File: src/rtl/arrow_input_decoder.sv
// PS/2 scan-code and shake-sensor front end. Emits one-cycle arrow/shake events per player and a game-reset request.
// Latency: key events appear 1 cycle after the final byte strobe. There is no backpressure; a coincident shake is deferred.

module shake_debounce #(
  parameter int DEBOUNCE_CYCLES = 100000,
  parameter int CNT_W           = 17
) (
  input  logic clock,
  input  logic resetn,
  input  logic raw_n,
  output logic shake_fire
);
  localparam logic [CNT_W-1:0] LAST = CNT_W'(DEBOUNCE_CYCLES - 1);

  logic             sync1, sync2, deb;
  logic [CNT_W-1:0] cnt;

  always_ff @(posedge clock or negedge resetn) begin
    if (!resetn) begin
      sync1 <= 1'b1;
      sync2 <= 1'b1;
      deb   <= 1'b1;
      cnt   <= '0;
    end else begin
      sync1 <= raw_n;
      sync2 <= sync1;
      if (sync2 == deb) begin
        cnt <= '0;
      end else if (cnt == LAST) begin
        deb <= sync2;
        cnt <= '0;
      end else begin
        cnt <= cnt + CNT_W'(1);
      end
    end
  end

  // High during the cycle in which the debounced value is about to fall.
  assign shake_fire = (sync2 != deb) && (cnt == LAST) && deb;
endmodule

module arrow_input_decoder #(
  parameter int DEBOUNCE_CYCLES = 100000,
  parameter int CNT_W           = 17
) (
  input  logic       clock,
  input  logic       resetn,
  input  logic [7:0] ps2_key_data,
  input  logic       ps2_key_pressed,
  input  logic       shake1_n,
  input  logic       shake2_n,
  output logic       player1_key_pressed,
  output logic [7:0] player1_arrow_input,
  output logic       player2_key_pressed,
  output logic [7:0] player2_arrow_input,
  output logic       game_reset_req
);
  typedef enum logic [1:0] {IDLE, EXT, BRK, EXT_BRK} state_t;

  state_t     state;
  logic [7:0] held;
  logic [1:0] out_vld;
  logic [2:0] out_code [2];
  logic [1:0] pend;

  logic       is_ctrl, is_final, is_ext, is_brk, key_hit, make_new, reset_hit;
  logic [2:0] key_idx;
  logic [2:0] key_code;
  logic [1:0] key_evt, shake_fire;

  shake_debounce #(.DEBOUNCE_CYCLES(DEBOUNCE_CYCLES), .CNT_W(CNT_W)) u_deb1 (
    .clock(clock), .resetn(resetn), .raw_n(shake1_n), .shake_fire(shake_fire[0]));
  shake_debounce #(.DEBOUNCE_CYCLES(DEBOUNCE_CYCLES), .CNT_W(CNT_W)) u_deb2 (
    .clock(clock), .resetn(resetn), .raw_n(shake2_n), .shake_fire(shake_fire[1]));

  always_comb begin
    is_ctrl  = (ps2_key_data == 8'hAA) || (ps2_key_data == 8'hFA);
    is_ext   = (state == EXT) || (state == EXT_BRK);
    is_brk   = (state == BRK) || (state == EXT_BRK);
    is_final = ps2_key_pressed && !is_ctrl
             && !((state == IDLE) && ((ps2_key_data == 8'hE0) || (ps2_key_data == 8'hF0)))
             && !((state == EXT) && (ps2_key_data == 8'hF0));
    // Mask bits 0-3 are player 1 (up/left/down/right), 4-7 player 2.
    key_hit = 1'b1;
    key_idx = 3'd0;
    case ({is_ext, ps2_key_data})
      9'h01D:  key_idx = 3'd0;
      9'h01C:  key_idx = 3'd1;
      9'h01B:  key_idx = 3'd2;
      9'h023:  key_idx = 3'd3;
      9'h175:  key_idx = 3'd4;
      9'h16B:  key_idx = 3'd5;
      9'h172:  key_idx = 3'd6;
      9'h174:  key_idx = 3'd7;
      default: key_hit = 1'b0;
    endcase
    key_code  = {1'b0, key_idx[1:0]} + 3'd1;
    make_new  = is_final && key_hit && !is_brk && !held[key_idx];
    key_evt   = {make_new && key_idx[2], make_new && !key_idx[2]};
    reset_hit = is_final && !is_ext && !is_brk && (ps2_key_data == 8'h2D);
  end

  always_ff @(posedge clock or negedge resetn) begin
    if (!resetn) begin
      state          <= IDLE;
      held           <= '0;
      out_vld        <= '0;
      out_code[0]    <= '0;
      out_code[1]    <= '0;
      pend           <= '0;
      game_reset_req <= 1'b0;
    end else begin
      if (ps2_key_pressed) begin
        if (is_ctrl)
          state <= IDLE;
        else
          case (state)
            IDLE:    state <= (ps2_key_data == 8'hE0) ? EXT :
                              (ps2_key_data == 8'hF0) ? BRK : IDLE;
            EXT:     state <= (ps2_key_data == 8'hF0) ? EXT_BRK : IDLE;
            default: state <= IDLE;
          endcase
      end
      if (is_final && key_hit)
        held[key_idx] <= !is_brk;
      game_reset_req <= reset_hit;
      // Key events take priority; a shake waits in a single merged pending bit.
      for (int p = 0; p < 2; p++) begin
        if (key_evt[p]) begin
          out_vld[p]  <= 1'b1;
          out_code[p] <= key_code;
          pend[p]     <= pend[p] | shake_fire[p];
        end else if (pend[p] || shake_fire[p]) begin
          out_vld[p]  <= 1'b1;
          out_code[p] <= 3'b101;
          pend[p]     <= 1'b0;
        end else begin
          out_vld[p]  <= 1'b0;
          out_code[p] <= 3'b000;
        end
      end
    end
  end

  assign player1_key_pressed = out_vld[0];
  assign player1_arrow_input = {5'b0, out_code[0]};
  assign player2_key_pressed = out_vld[1];
  assign player2_arrow_input = {5'b0, out_code[1]};
endmodule
File: config.mk
export PLATFORM = sky130hd
export DESIGN_NAME = arrow_input_decoder
export DESIGN_NICKNAME = d
export VERILOG_FILES = /design/src/rtl/arrow_input_decoder.sv
export SDC_FILE = /design/constraint.sdc
export NUM_CORES = 1
export LEC_CHECK = 0
export CAP_MARGIN = 20
export CORE_ASPECT_RATIO = 0.9
export CORE_MARGIN = 2
export CORE_UTILIZATION = 45
export CTS_BUF_LIST = sky130_fd_sc_hd__clkbuf_16
export CTS_CLUSTER_DIAMETER = 80
export CTS_CLUSTER_SIZE = 8
export DETAILED_ROUTE_END_ITERATION = 10
export PLACE_DENSITY_LB_ADDON = 0.08
export SLEW_MARGIN = 20
export SYNTH_ARGS = -nofsm -noshare
export SYNTH_HDL_FRONTEND = slang
export SYNTH_SLANG_ARGS = --single-unit
File: constraint.sdc
create_clock -name clock -period 4.9 [get_ports clock]
set_clock_uncertainty 0.15 [all_clocks]
set_input_delay 0.49 -clock clock [delete_from_list [all_inputs] [get_ports clock]]
set_output_delay 0.49 -clock clock [all_outputs]
set_load 0.02 [all_outputs]
Word level (Yosys, flattened, before mapping). Cells that the tools add are included.

Flip-flop bits (word level): 61. Bits in latches: 0. Bits in writable memories: 0. Bits in read-only memories: 0. Output and inout bits: 19. Memories: 0.

$add $sub $neg: 3. $mul: 0. Div/mod/pow operators: 0. Order comparisons: 2. Eq/ne operators: 22. Shift-type cells: 0. Mux-type cells: 28. Bitwise gates (word level): 4. Reductions and logical operators: 37.

Operators with widths (count): 17-bit two-way mux (4); 9-bit == test (second input constant) (4); 17-bit by 1-bit adder with 17-bit output (second input constant) (2); 17-bit == test (second input constant) (2); 8-bit == test (second input constant) (4); 9-bit by 5-bit == test with 1-bit output (second input constant) (3); 3-bit case mux with 7 select lines (1); 1-bit logical AND (18); 3-bit two-way mux (4); 1-bit two-way mux (11); 9-bit by 6-bit == test with 1-bit output (second input constant) (1); 8-bit bitwise mux (1); 8-bit by 6-bit == test with 1-bit output (second input constant) (1); 2-bit two-way mux (4); 8-bit OR reduction (1); 1-bit logical NOT (7); 1-bit logical OR (6); 2-bit == test (second input constant) (2); 3-bit by 4-bit less-than comparator with 1-bit output (second input constant) (1); 2-bit case mux with 2 select lines (1); 2-bit AND reduction (2); 2-bit nonzero test (2); 2-bit by 1-bit adder with 3-bit output (second input constant) (1); 1-bit binary-select mux with 3-bit select (1); 8 further kinds (12).

Depth between registers and ports, before layout. Gate-level depths: netlist (run 1).

Depth after elaboration: 11. Gate-level depth with buffers: 8. Depth with buffers taken out: 7.

By module. Synthesis (run 1) repeated with hierarchy kept, for this count alone.

Cells, all modules: 323. Area, all modules: 3387.0 µm².

By module, submodules not included: shake_debounce (times used 2, cells each 92, area each 985.9 µm², sequential area each 504.2 µm²); arrow_input_decoder (times used 1, cells each 139, area each 1415.1 µm², sequential area each 525.5 µm²).

Worst setup path before layout (run 1). OpenSTA, ideal clock, no wires.

Path kind: in2reg. Start point: input ps2_key_data[3]. End point: register held[6]. Data arrival time: 1.979 ns. Slack: 2.646 ns. Cell stages on the path: 6. Path buffers: 1. Cells stage by stage: buf_2 -> or3b_1 -> a211oi_2 -> a2111oi_4 -> and4bb_1 -> mux2_4.

Longest elaborated chain between the ends: 7. Elaborated cells on any way between the ends: 32.

Ends and longest elaborated chain: start: declaration (RTL line 48) `input logic [7:0] ps2_key_data,`; 9-bit == test (tied with other cells) (RTL line 86) `case ({is_ext, ps2_key_data})`; 3-bit case mux with 7 select lines (tied with other cells) (RTL line 86); 3-bit by 4-bit less-than comparator with 1-bit output (implied by the code) (tied with other cells) (RTL line 125) `held[key_idx] <= !is_brk;`; 1-bit logical AND (implied by the code) (tied with other cells) (RTL line 125); 1-bit two-way mux (implied by the code) / 1-bit logical AND (equally long branches) (RTL line 125, 81); 1-bit demux with 3-bit select / 1-bit logical AND (equally long branches) (RTL line 125, 82); 8-bit bitwise mux / 1-bit logical AND (equally long branches) (RTL line 125, 124); end signal: indexed assignment (RTL line 125); end: declaration (RTL line 61) `logic [7:0] held;`.

Parallel ways exist; a longest one is shown, timed or not. A chain may end at the register's enable or synchronous reset.

Worst setup path in the final report (run 1).
Start point: input ps2_key_data[4]. End point: register held[6].

The elaborated chain is that of the path after synthesis.

==> results of run 1 <==
==> cells in the final DEF, fill, tap and decap left out, types with 6 or more instances in the layout <==
cell type / instances
nand4_1: 7
xor2_1: 18
nor2_1: 49
clkdlybuf4s50_1: 20
dfrtp_1: 55
xnor2_1: 14
mux2_2: 6
nor4_1: 7
conb_1: 10
nand2_1: 17
nand2b_1: 6
inv_1: 14
dfstp_2: 6
clkbuf_16: 9
nand3_1: 18
nor3_1: 9
==> routing by layer <==
metal | track usage [%] | part of all wire [%]
met2 | 26.3 | 43
met3 | 4.75 | 3.5
met1 | 25.3 | 52
met4 | 6.32 | 1.4
met5 | 0 | 0
==> through the flow <==
step	util, %	cell area (um2)	cells	hold WS, ns
after detailed placement	49.9	3550	431	0.198
after global routing	54.2	3860	447	0.209
after global placement	49.9	3550	431	0.196
after floorplan	-	3360	337	0.0444
final	54.2	3860	447	0.181
after CTS	54.2	3860	447	0.205
==> worst reg2reg max path, stage by stage (launching register included) <==
cell and delay [ns]:
dfrtp_1 0.42, ha_1 0.27, nand3_1 0.16, or4_4 0.60, or4b_1 0.48, a31oi_1 0.13
==> registers in the layout, indices dropped and copies added (netlist names) <==
| name | flops |
|---|---|
| u_deb2.deb | 1 |
| player2_arrow_input | 3 |
| u_deb2.sync2 | 1 |
| u_deb1.sync2 | 1 |
| game_reset_req | 1 |
| player1_arrow_input | 3 |
| state | 2 |
| pend | 2 |
| held | 8 |
| u_deb1.sync1 | 1 |
| u_deb2.sync1 | 1 |
| out_vld | 2 |
| u_deb1.cnt | 17 |
| u_deb2.cnt | 17 |
| u_deb1.deb | 1 |
==> logic make-up after synthesis <==
| group | count (synthesis) |
|---|---|
| simple gates | 162 |
| buf+inv | 34 |
| fa+ha+maj | 3 |
| mux | 13 |
| xor+xnor | 32 |
| other cells | 1 |
| flops | 61 |
| compound gates | 22 |
==> worst paths after layout <==
check / to / slack, ns / cells after the start
setup / recovery: held[6]$_DFFE_PN0P_ / 2.13 / 6
min in group clock: u_deb2.sync2$_DFF_PN1_ / 0.20 / 0
hold reg to reg: u_deb2.sync2$_DFF_PN1_ / 0.20 / 0
max in group asynchronous: u_deb1.cnt[11]$_DFF_PN0_ / 3.91 / 2
hold / removal: held[3]$_DFFE_PN0P_ / 0.18 / 2
setup reg to reg: u_deb1.cnt[16]$_DFF_PN0_ / 2.61 / 5
==> power breakdown <==
part	total (mW)	switching (mW)	internal (mW)
Clock	0.656	0.218	0.438
Combinational	0.0733	0.0486	0.0247
Sequential	0.522	0.00701	0.515
Total	1.25	0.274	0.977
==> area by class of cell <==
type | count | area [um2] | share of cell area, %
timing repair buffer | 22 | 213 | 5.52
sequential | 61 | 1530 | 39.8
clock inverter | 7 | 82.6 | 2.14
tap | 93 | 116 | 3.02
inverter | 13 | 48.8 | 1.27
multi-input combinational | 242 | 1640 | 42.4
clock buffer | 9 | 225 | 5.84
==> flow_summary.yaml, run 1 <==
run_status:
  outcome: "complete, no violations"
yosys:
  yosysUniqueCellTypes: 60
  synth_ff_type: "dfrtp_1"
  synth_top_family_by_area: "simple AND/OR/NAND/NOR gates"
  synth_area_leaders: "dfrtp_1, nor2_1, dfstp_2"
  synthAdderAreaFrac_pct: 1.13
  synth_compound_area_share_pct: 6.40
  avgSynthCellArea_um2: 10.1
  synth.area.mux_share_pct: 4.33
  synth.most_common_cell: "dfrtp_1"
  synth.largest_area_cell: "dfrtp_1"
  synth_common_cells: "dfrtp_1, nor2_1, nand3_1, xor2_1, nand2_1"
  synth.cell_area_mm2: 0.00332
  synth_xor_area_share_pct: 8.43
  ys.warnings.count: 0
  ys_seq_area_share_pct: 46.1
  async_reset_ff_share_pct: 100
  ys_seq_elements: 61
  synth_cells: 328
  synth.top_cell.area_share_pct: 41.4
  synth_edf_count: 0
  synth-simple-area-share_pct: 27.8
route:
  drt_iter0_drc: 108
  drc_errors: 0
  vias: 2402
  wl_per_cell_um: 14.3
  totalWireLength_um: 6400
  antenna_left: 0
  viasPerCell: 5.37
  first_pass_iters: 4
sta:
  finalHoldViolations: 0
  rsz0062_at_grt: "false"
  setup_slack_ns: 2.13
  min_period_over_period_pct: 56.4
  relSlewSlack_pct: 48.5
  tns_ns: 0
  setup_viol: 0
  worst_pin_slew_ns: 0.772
  drv_slew: 0
  min_period_ns: 2.77
  fmax_ghz: 0.362
clock_tree:
  clk_pin_slew_ns: 0.05
  cts.htree.levels: 3
  cts.sinks: 61
  clk_path_buf_depth: 2
  clk_latency_ns: 0.32
  tritoncts: "yes"
  cts_hold_buf: 0
  post_cts_buffers: 0
  post_cts_resized: 0
  cts_root_buffer: "clkbuf_16"
  numCtsBuffers: 9
power_and_ir_drop:
  power_density_mw_per_mm2: 324
  report.power.total_mw: 1.25
  peakVddDrop_mv: 0.227
  p_leak_nw: 1.65
global_route:
  grt_util_all_layers_pct: 17.8
  gr-total-overflow: 0
  grt_max_degree: 62
  antenna_found_initial: 0
  grt_pass1_vias: 2371
  grt_pass1_wl_um: 11300
layout:
  antenna_cells: 0
  layout.nets: 365
  drive_gt1_share_pct: 11.9
  area_growth_pct: 16.0
  fill_cells: 670
setup_path:
  cp_max_fo: 13
  cp-startpoint: "ps2_key_data[4]"
  required_ns: 4.96
  critPathKind: "input pin to flip-flop"
  crit_path_max_incr_delay_ns: 0.63
  crit_path_start_kind: "input pin"
  crit_path_top_delay_cell: "clkdlybuf4s50_1"
  crit_buf_inv: 1
  r2r_start: "u_deb1.cnt[0]$_DFF_PN0_"
  cp.arrival_ns: 2.82
  path_cells: "clkdlybuf4s50_1 > xor2_1 > o41ai_4 > nand2b_1 > and4bb_1 > mux2_4"
  cpLargestDelayFamily: "simple AND/OR/NAND/NOR gates"
  crit_path_end_kind: "flip-flop"
placement:
  io_buffers: 21
  place_ws_ns: 1.86
  place_hpwl_um: 4400
  gp_congestion: 0.925
die:
  ioPinCount: 32
  die-area_mm2: 0.00809
  design.core.area_mm2: 0.00711
  rows: 29
  die_w_um: 94.6
  start_util_pct: 46.7
  die_y_um: 85.5
flow_run:
  cap_violations: 0
hold_path:
  min_path_type: "input pin to asynchronous set/reset pin"
No activity file was read; power rests on OpenSTA's default activity.
==> run 2: changes to the inputs <==
==> constraint.sdc (replaced) <==
create_clock -name clock -period 2.5 [get_ports clock]
set_clock_uncertainty 0.15 [all_clocks]
set_input_delay 0.25 -clock clock [delete_from_list [all_inputs] [get_ports clock]]
set_output_delay 0.25 -clock clock [all_outputs]
set_load 0.02 [all_outputs]
==> flow_summary.yaml, run 2 (synthesis results as in run 1) <==
layout:
  multi_input_area_mm2: 0.00164
  final_cell_mix: "dfrtp_1, nor2_1, buf_4"
  drive_gt1_share_pct: 19.0
  final_area_mm2: 0.00407
  seqCellArea_mm2: 0.00153
  utilization_pct: 57.3
  layout.nets: 396
  largest_registers: "u_deb1.cnt x17, u_deb2.cnt x17, held x8"
  final_common_cell: "dfrtp_1"
  antenna_cells: 0
  fill_cells: 655
  area_growth_pct: 22.5
route:
  antenna_left: 0
  drc_errors: 0
  drt_iter0_drc: 123
  viasPerCell: 5.13
  first_pass_iters: 4
  wl_per_cell_um: 13.9
  totalWireLength_um: 6670
  vias: 2454
global_route:
  grt_util_all_layers_pct: 18.5
  gr-total-overflow: 0
  antenna_found_initial: 0
  grt_pass1_vias: 2374
  grt_max_degree: 62
  grt_pass1_wl_um: 11700
die:
  die_y_um: 85.5
  ioPinCount: 32
  die-area_mm2: 0.00809
  start_util_pct: 46.7
  die_w_um: 94.6
  rows: 29
  design.core.area_mm2: 0.00711
run_status:
  outcome: "complete, no violations"
sta:
  tns_ns: 0
  drv_slew: 0
  fmax_ghz: 0.435
  finalHoldViolations: 0
  setup_slack_ns: 0.199
  worst_pin_slew_ns: 0.613
  rsz0062_at_grt: "false"
  min_period_ns: 2.30
  relSlewSlack_pct: 58.8
  min_period_over_period_pct: 92.0
  setup_viol: 0
setup_path:
  crit_path_end_kind: "flip-flop"
  critPathKind: "input pin to flip-flop"
  cp_max_fo: 9
  crit_path_start_kind: "input pin"
  cp.arrival_ns: 2.35
  required_ns: 2.55
placement:
  place_area_mm2: 0.00380
  gp_congestion: 0.883
  io_buffers: 21
  place_hpwl_um: 4690
  place_ws_ns: -0.118
clock_tree:
  numCtsBuffers: 9
  clk_path_buf_depth: 2
  cts.sinks: 61
  post_cts_buffers: 0
  clk_pin_slew_ns: 0.05
  tritoncts: "yes"
  cts_root_buffer: "clkbuf_16"
  cts.htree.levels: 3
  clk_latency_ns: 0.32
hold_path:
  min_path_type: "input pin to flip-flop"
flow_run:
  cap_violations: 0
power_and_ir_drop:
  power_density_mw_per_mm2: 560
  p_leak_nw: 1.80
  peakVddDrop_mv: 0.507
-- run 2: changes by cell type in the layout (fill, tap and decap cells not counted) --
cell / delta
buf_12: +2
buf_4: +28
bufinv_16: -2
clkinv_1: -3
clkinv_2: +1
clkinvlp_4: +2
dlygate4sd3_1: +1
inv_1: +2
-- run 2: worst paths after layout --
| kind | to | cells past startpoint | from | slack [ns] |
|---|---|---|---|---|
| max | held[6]$_DFFE_PN0P_ | 7 | ps2_key_data[3] | 0.20 |
| min | u_deb1.sync1$_DFF_PN1_ | 1 | shake1_n | 0.19 |
| max reg2reg | u_deb1.cnt[16]$_DFF_PN0_ | 5 | u_deb1.cnt[0]$_DFF_PN0_ | 0.22 |
| min reg2reg | u_deb1.sync2$_DFF_PN1_ | 0 | u_deb1.sync1$_DFF_PN1_ | 0.20 |
| max in group asynchronous | u_deb1.deb$_DFFE_PN1P_ | 3 | resetn | 1.55 |
| min in group asynchronous | player2_arrow_input[0]$_DFF_PN0_ | 3 | resetn | 0.32 |
-- run 2: power by group --
group          internal, mW  leakage [nW]  switching, mW
Sequential             1.01         0.819         0.0133
Combinational        0.0766         0.846          0.102
Clock                 0.656         0.131          0.424
-- run 2: repair_timing --
item	in CTS	in global routing
endpoints found under the setup margin	0	0
resized for setup	0	0
hold buffers	1	0
endpoints found under the hold margin	55	0
-- run 2: routing by layer --
metal  vias up  share of wire [%]  global-route usage, %
met2        39                 43                   26.2
met1      1178                 53                   28.4
li1       1231                  -                      -
met3         6                3.2                   4.22
met5         -                  0                      0
met4         0                1.1                   5.53
-- run 2: through the flow --
| stage | hold slack, ns | total power [mW] | std cells |
|---|---|---|---|
| global placement | 0.132 | 1.22 | 461 |
| CTS | 0.177 | 2.31 | 478 |
| global route | 0.178 | 2.39 | 478 |
| finish | 0.189 | 2.28 | 478 |
| floorplan | -0.196 | 1.14 | 337 |
| detailed placement | 0.139 | 1.22 | 461 |
-- run 2: worst max-delay path: stages --
cell	delay [ns]
clkdlybuf4s50_1	0.55
buf_4	0.22
nand3b_1	0.15
nor3_1	0.10
a2111oi_4	0.53
and4bb_1	0.26
mux2_4	0.29
-- run 2: final cells by class --
cell class                      instances  share of cell area, %
Multi-Input combinational cell        242                   40.2
Clock buffer                            9                   5.53
Inverter                               13                   1.20
Sequential cell                        61                   37.7
Tap cell                               93                   2.86
Timing Repair Buffer                   53                   11.6
Clock inverter                          7                  0.952
==> run 3: changes to the inputs <==
--- a/config.mk
+++ b/config.mk
@@ -13,6 +13,7 @@
 export CTS_CLUSTER_DIAMETER = 80
 export CTS_CLUSTER_SIZE = 8
 export DETAILED_ROUTE_END_ITERATION = 10
+export GPL_TIMING_DRIVEN = 0
 export PLACE_DENSITY_LB_ADDON = 0.08
 export SLEW_MARGIN = 20
 export SYNTH_ARGS = -nofsm -noshare
==> flow_summary.yaml, run 3 (synthesis results as in run 1) <==
die:
  die_y_um: 85.5
  design.core.area_mm2: 0.00711
  start_util_pct: 46.7
  rows: 29
  ioPinCount: 32
  die-area_mm2: 0.00809
  die_w_um: 94.6
setup_path:
  r2r_end: "held[0]$_DFFE_PN0P_"
  crit_buf_inv: 1
  path_cells: "clkdlybuf4s50_1 > or3_1 > nor3_1 > a2111oi_4 > nor4_1 > mux2_2"
  cp.arrival_ns: 2.44
  cp_max_fo: 6
  crit_path_end_kind: "flip-flop"
  crit_path_max_incr_delay_ns: 0.52
  r2r_start: "state[0]$_DFFE_PN0P_"
  crit_path_start_kind: "input pin"
  r2r_cells: 5
  r2r_setup_slack_ns: 0.20
  required_ns: 2.56
  cpLargestDelayFamily: "simple AND/OR/NAND/NOR gates"
  critPathKind: "input pin to flip-flop"
  crit_path_top_delay_cell: "clkdlybuf4s50_1"
route:
  antenna_left: 0
  drc_errors: 0
  vias: 2441
  viasPerCell: 5.19
  totalWireLength_um: 6550
  wl_per_cell_um: 13.9
  first_pass_iters: 4
  drt_iter0_drc: 118
power_and_ir_drop:
  power_density_mw_per_mm2: 569
  switching_share_pct: 24.1
  p_comb_share_pct: 7.4
  power_frac_seq_pct: 44.9
  power.switching_uw: 548
  p_leak_nw: 1.76
  p_clk_share_pct: 47.7
  peakVddDrop_mv: 0.363
  report.power.total_mw: 2.28
  internal-power_mw: 1.73
placement:
  place_ws_ns: -0.243
  place_hpwl_um: 4550
  io_buffers: 20
  placed_cells: 451
  gp_congestion: 0.851
sta:
  tns_ns: 0
  min_period_ns: 2.37
  setup_viol: 0
  worst_pin_slew_ns: 0.529
  min_period_over_period_pct: 95.0
  rsz0062_at_grt: "false"
  setup_slack_ns: 0.126
  fmax_ghz: 0.421
  relSlewSlack_pct: 64.7
  finalHoldViolations: 0
  drv_slew: 0
  whs_ns: 0.149
clock_tree:
  numCtsBuffers: 9
  cts.sinks: 61
  cts_root_buffer: "clkbuf_16"
  tritoncts: "yes"
  clk_latency_ns: 0.33
  clk_pin_slew_ns: 0.05
  clk_path_buf_depth: 2
  cts.htree.levels: 3
hold_path:
  min_path_type: "input pin to asynchronous set/reset pin"
flow_run:
  cap_violations: 0
global_route:
  grt_util_all_layers_pct: 17.9
  gr-total-overflow: 0
  grt_max_degree: 53
  grt_pass1_wl_um: 11200
  grt_pass1_vias: 2325
  antenna_found_initial: 0
layout:
  largest_registers: "u_deb1.cnt x17, u_deb2.cnt x17, held x8"
  area_growth_pct: 20.5
  layout.nets: 388
  fill_cells: 654
  final_cell_mix: "dfrtp_1, nor2_1, clkdlybuf4s50_1"
  stdcell_count: 470
  final_common_cell: "dfrtp_1"
  antenna_cells: 0
  drive_gt1_share_pct: 17.5
run_status:
  outcome: "complete, no violations"
-- run 3: cell types whose count changed in the layout (fill, tap and decap cells not counted), moves of 2 or more --
cell and delta:
clkinv_1 +3, inv_1 -2, buf_4 -14, clkinvlp_4 -3, clkbuf_1 +2, buf_2 +5, buf_12 -2
-- run 3: worst max-delay path by stage --
stage | depth (start not counted) | slack [ns] | from | endpoint
floorplan | 5 | 0.37 | u_deb1.cnt[0]$_DFF_PN0_ | u_deb1.cnt[16]$_DFF_PN0_
finish | 6 | 0.13 | ps2_key_data[6] | held[0]$_DFFE_PN0P_
global route | 6 | 0.03 | ps2_key_data[6] | held[0]$_DFFE_PN0P_
CTS | 6 | 0.11 | ps2_key_data[6] | held[7]$_DFFE_PN0P_
detailed placement | 6 | -0.24 | ps2_key_data[5] | held[7]$_DFFE_PN0P_
global placement | 1 | -0.96 | resetn | held[2]$_DFFE_PN0P_
-- run 3: final cells by class --
cell class,instances,area (um2),area share [%]
multi-input cells,242,1660,41.4
plain buffers,21,139,3.47
repair buffers,24,250,6.25
clock inverters,7,33.8,0.843
flip-flops and latches,61,1530,38.3
well taps,93,116,2.91
clock buffers,9,225,5.62
inverters,13,48.8,1.22
-- run 3: stage by stage --
step / instance area [um2] / util [%]
global route: 4010 / 56.3
global placement: 3670 / 51.7
detailed placement: 3700 / 52.0
finish: 4010 / 56.3
floorplan: 3360 / -
CTS: 3970 / 55.8
-- run 3: metal layers --
metal  vias up  routed length, um  GRT usage (%)
met2        60               2820           24.8
met1      1161               3340           25.9
met5         -                  0              0
met4         0                 59           5.93
li1       1215                  -              -
met3         5                335           6.59
-- run 3: power by group through the flow --
stage | clock network [mW] | registers, mW | logic [mW]
floorplan | 0 | 1.04 | 0.101
global placement | 0 | 1.04 | 0.161
detailed placement | 0 | 1.04 | 0.168
CTS | 1.13 | 1.02 | 0.169
global route | 1.17 | 1.02 | 0.190
finish | 1.09 | 1.02 | 0.169
-- run 3: worst reg2reg max path: stages, from the launching register on --
cell,delay [ns]
dfrtp_1,0.44
or3_1,0.42
nor3_1,0.37
a2111oi_4,0.14
nor4_1,0.29
mux2_2,0.37
-- run 3: timing repair --
item                                   CTS  global route
hold buffers                             1             0
endpoints found under the hold margin   56             0
buffers inserted                         0             2
setup endpoints to repair                0             3
gates resized for setup                  0             4
